<file path="src/rtl/hex_display_mux.sv">
`default_nettype none
// ============================================================================
// Module   : hex_display_mux
// Purpose  : Time-multiplexes up to four hex digits onto one shared 7-segment
//            decoder, with per-slot anode blanking and frame-aligned snapshots.
// Revision : 1.0 - initial release
// ============================================================================
module hex_display_mux #(
    parameter int NUM_DIGITS   = 2,
    parameter int DIGIT_CYCLES = 2400,
    parameter int BLANK_CYCLES = 200
) (
    input  logic                    clk,
    input  logic                    reset,
    input  logic                    en,
    input  logic [4*NUM_DIGITS-1:0] digits_in,
    output logic [3:0]              s,
    output logic [NUM_DIGITS-1:0]   an,
    output logic [1:0]              digit_idx,
    output logic                    frame_tick
);

    localparam int               C_CW       = (DIGIT_CYCLES > 1) ? $clog2(DIGIT_CYCLES) : 1;
    localparam logic [C_CW-1:0]  C_CNT_LAST = C_CW'(DIGIT_CYCLES - 1);
    localparam logic [1:0]       C_IDX_LAST = 2'(NUM_DIGITS - 1);

    generate
        if (NUM_DIGITS < 1 || NUM_DIGITS > 4 || DIGIT_CYCLES < 2 ||
            BLANK_CYCLES < 0 || BLANK_CYCLES >= DIGIT_CYCLES) begin : g_param_check
            $error("hex_display_mux: illegal parameter combination");
        end
    endgenerate

    logic [C_CW-1:0]         cnt_q, cnt_d;
    logic [1:0]              idx_q, idx_d;
    logic [4*NUM_DIGITS-1:0] shadow_q, shadow_d;
    logic                    active_q, active_d;
    logic                    frame_tick_q, frame_tick_d;

    logic                    w_slot_end;
    logic                    w_frame_end;
    logic                    w_lit;

    assign w_slot_end  = (cnt_q == C_CNT_LAST);
    assign w_frame_end = w_slot_end && (idx_q == C_IDX_LAST);

    // The anode is lit only once the blanking window of the slot has elapsed.
    generate
        if (BLANK_CYCLES == 0) begin : g_no_blank
            assign w_lit = 1'b1;
        end else begin : g_blank
            localparam logic [C_CW-1:0] C_BLANK = C_CW'(BLANK_CYCLES);
            assign w_lit = (cnt_q >= C_BLANK);
        end
    endgenerate

    always_comb begin
        cnt_d        = cnt_q;
        idx_d        = idx_q;
        shadow_d     = shadow_q;
        active_d     = en;
        frame_tick_d = 1'b0;
        if (en) begin
            if (w_slot_end) begin
                cnt_d = '0;
                idx_d = (idx_q == C_IDX_LAST) ? 2'd0 : idx_q + 2'd1;
            end else begin
                cnt_d = cnt_q + C_CW'(1);
            end
            // Snapshot on the clock that opens a new frame, so a frame never mixes data.
            if (w_frame_end) begin
                shadow_d     = digits_in;
                frame_tick_d = 1'b1;
            end
        end
    end

    always_ff @(posedge clk or posedge reset) begin
        if (reset) begin
            cnt_q        <= '0;
            idx_q        <= 2'd0;
            shadow_q     <= '0;
            active_q     <= 1'b0;
            frame_tick_q <= 1'b0;
        end else begin
            cnt_q        <= cnt_d;
            idx_q        <= idx_d;
            shadow_q     <= shadow_d;
            active_q     <= active_d;
            frame_tick_q <= frame_tick_d;
        end
    end

    always_comb begin
        s  = 4'd0;
        an = '1;
        for (int k = 0; k < NUM_DIGITS; k++) begin
            if (idx_q == 2'(k)) begin
                s     = shadow_q[4*k +: 4];
                an[k] = ~(active_q && w_lit);
            end
        end
    end

    assign digit_idx  = idx_q;
    assign frame_tick = frame_tick_q;

endmodule
`default_nettype wire

</file>
<file path="config.mk">
export PLATFORM = sky130hd
export DESIGN_NAME = hex_display_mux
export DESIGN_NICKNAME = d
export VERILOG_FILES = /design/src/rtl/hex_display_mux.sv
export SDC_FILE = /design/constraint.sdc
export NUM_CORES = 1
export LEC_CHECK = 0
export CORE_UTILIZATION = 40
export CTS_CLUSTER_DIAMETER = 30
export DETAILED_ROUTE_END_ITERATION = 7
export DONT_BUFFER_PORTS = 1
export HOLD_SLACK_MARGIN = 0.02
export PLACE_DENSITY = 0.63
export SYNTH_ARGS = -nofsm -noshare
export SYNTH_HDL_FRONTEND = slang
export SYNTH_SLANG_ARGS = --single-unit
</file>
<file path="constraint.sdc">
create_clock -name clk -period 3 [get_ports clk]
set_input_delay 0.6 -clock clk [delete_from_list [all_inputs] [get_ports clk]]
set_output_delay 0.6 -clock clk [all_outputs]
set_load 0.1 [all_outputs]
</file>
==> flow_summary.toml <==
[synthesis]
ys_seq_elements = 24
synth_edf_count = 0
post_synth.cell_area_avg_um2 = 11.5
syn-cell-area_mm2 = 0.00122
synth_top_cell_area_share_pct = 49.1
synthesis.nets = 119
synth_cells = 106
synth_seq_area_share_pct = 49.1
yosys_warnings = 0
synth_top_flop_cell = "dfrtp_1"
synth_area_leader_cell = "dfrtp_1"
synth_area_leaders = "dfrtp_1, mux2_4, mux2i_1"
synthArstFlopShare_pct = 100
synth.distinct_cells = 37

[clock_tree]
cts_max_path_buffers = 2
hold_buffers = 0
h-tree-depth = 1
clock_sinks = 24
cts_root_buf = "clkbuf_4"
cts_tree = "built"
cts_resized = 0
cts.clk_slew.worst_paths_ns = 0.12
cts_buffers = 3
clock_latency_ns = 0.31
cts_setup_buffers = 0

[cells_and_area]
area_growth_pct = 8.80
antennaDiodeCount = 0
final_net_count = 128
final_cell_area_mm2 = 0.00133
drive_above_1_share_pct = 27.4

[power]
switching_share_pct = 31.5
switchingPower_uw = 222
power_density_mw_per_mm2 = 531
p_int_uw = 484
seqPwrFrac_pct = 62.0
combPwrFrac_pct = 18.7
power.leakage_nw = 0.676
ir_drop_mv = 0.434
p_clk_share_pct = 19.3

[status]
violations = "DRC"
outcome = "finished with violations"

[timing]
post-route-period-util_pct = 77.8
hold_viol = 0
period_minus_slack_ns = 2.34
slew_headroom_pct = 40.1
fin_tns_setup_ns = 0
finalSetupViolCount = 0
fin_skew_ns = 0.00208
fmax_mhz = 428
grt_setup_unrepaired = "false"
slew_viol_final = 0
tightest_slew_ns = 0.898

[setup_path]
crit_fanout = 6
required_ns = 2.40
critPathLaunchType = "flop"
critPathArrivalTime_ns = 1.74
crit_type = "reg -> out"
setup.worst_path.end_class = "output port"
ff2ff_setup_slack_ns = 1.01

[floorplan]
rows = 19
dieHeight_um = 57.3
coreArea_mm2 = 0.00283
die_width_um = 57.3
io_pins = 20
initial_core_util_pct = 43.2
dieArea_mm2 = 0.00328

[route]
routed_wl_um = 2210
dr_total_vias = 817
wl_per_cell_um = 15.4
vias_per_cell = 5.67
drc_errors = 2
drtAntennaViolNets = 0
drt_pre_antenna_iters = 6
drtIter0Drc = 23

[placed_design]
io_buffer_count = 0
gp_congestion = 0.796
postPlaceCellArea_mm2 = 0.00131
post-dp-hpwl_um = 1640

[global_route]
grt_use_total_pct = 15.3
grt_pass1_vias = 828
grt_overflow = 0
grt_antenna_before_repair = 0
grt_pass1_wl_um = 3860
grt_max_degree = 25

[flow_run]
max_cap_violations = 0

[min_path]
hold_class = "in -> reg"
==> synth_stat cells, types with 2 or more instances <==
cell      number
nand2_1        7
ha_1           2
xor2_1         2
xnor2_1        5
clkbuf_1       2
nor2_1         9
nand4_1        4
a21boi_0       2
a21oi_1        2
inv_1          4
mux2i_1        5
and3_1         2
a31oi_1        3
nand3_1        3
and3_2         2
dfrtp_1       24
mux2_4         8
==> cell families after synthesis <==
kind of cell,count (synthesis),synth area share [%]
and+or+nand+nor,37,18.1
DFF,24,49.1
AOI/OAI and AO/OA,15,8.60
muxes,13,13.9
buffers and inverters,8,3.17
xor gates and xnor gates,7,5.02
adders and majority gates,2,2.05
==> per-layer routing <==
| layer | share of wire, % | vias to the layer above | track usage (%) |
|---|---|---|---|
| li1 | - | 397 | - |
| met1 | 48 | 402 | 21.2 |
| met2 | 48 | 18 | 24.0 |
| met3 | 3.8 | 0 | 5.44 |
| met4 | 0 | 0 | 2.09 |
| met5 | 0 | - | 0 |
==> critical path, cell delays in order, from the launching register on <==
cell	delay [ns]
dfrtp_1	0.48
o311ai_0	0.41
a21oi_1	0.16
nand2_1	0.10
buf_4	0.29
==> worst paths after layout <==
check,from,depth (start not counted),end
max,cnt_q[5],4,an[0]
min,en,0,active_q
max reg2reg,cnt_q[5],4,shadow_q[0]
min reg2reg,shadow_q[1],1,shadow_q[1]
max in group asynchronous,reset,1,cnt_q[6]
min in group asynchronous,reset,1,shadow_q[6]
==> cell type report <==
type | count | area [µm²]
multi-input combinational | 74 | 593
clock buffer | 3 | 22.5
sequential | 24 | 601
tap | 31 | 38.8
fill | 272 | 1500
inverter | 4 | 15.0
timing repair buffer | 8 | 60.1
==> sequential cells by signal, summed over array words and instances (netlist names) <==
signal / cells
frame_tick: 1
active_q: 1
cnt_q: 12
digit_idx: 2
shadow_q: 8
==> per-stage QoR <==
step                      setup WS [ns]  total power, mW  hold slack [ns]  cells  utilization (%)
final                             0.665            0.706            0.308    144             47.0
after floorplan                   0.229            0.542            0.481    106                -
after detailed placement           1.01            0.579            0.493    141             46.2
after CTS                         0.668            0.712            0.303    144             47.0
after global placement             1.04            0.567            0.491    141             46.2
after global routing              0.500            0.748            0.280    144             47.0
==> power groups by stage <==
| stage | sequential, mW | clock (mW) | combinational [mW] |
|---|---|---|---|
| 3_5_place_dp | 0.443 | 0 | 0.136 |
| 3_3_place_gp | 0.438 | 0 | 0.129 |
| 4_1_cts | 0.436 | 0.139 | 0.136 |
| 6_report | 0.438 | 0.136 | 0.132 |
| 2_1_floorplan | 0.426 | 0 | 0.116 |
| 5_1_grt | 0.445 | 0.153 | 0.149 |
==> cell usage in the layout (no fill, tap or decap), types with 3 or more instances in the layout <==
master	synthesis	final
mux2i_1	5	5
buf_4	0	8
nand2_1	7	7
clkbuf_4	0	3
nand3_1	3	3
nor2_2	0	4
mux2_4	8	8
nor2_1	9	5
dfrtp_1	24	24
nand4_1	4	4
inv_1	4	4
a31oi_1	3	3
xnor2_1	5	5
(Power assumes the default switching activity.)
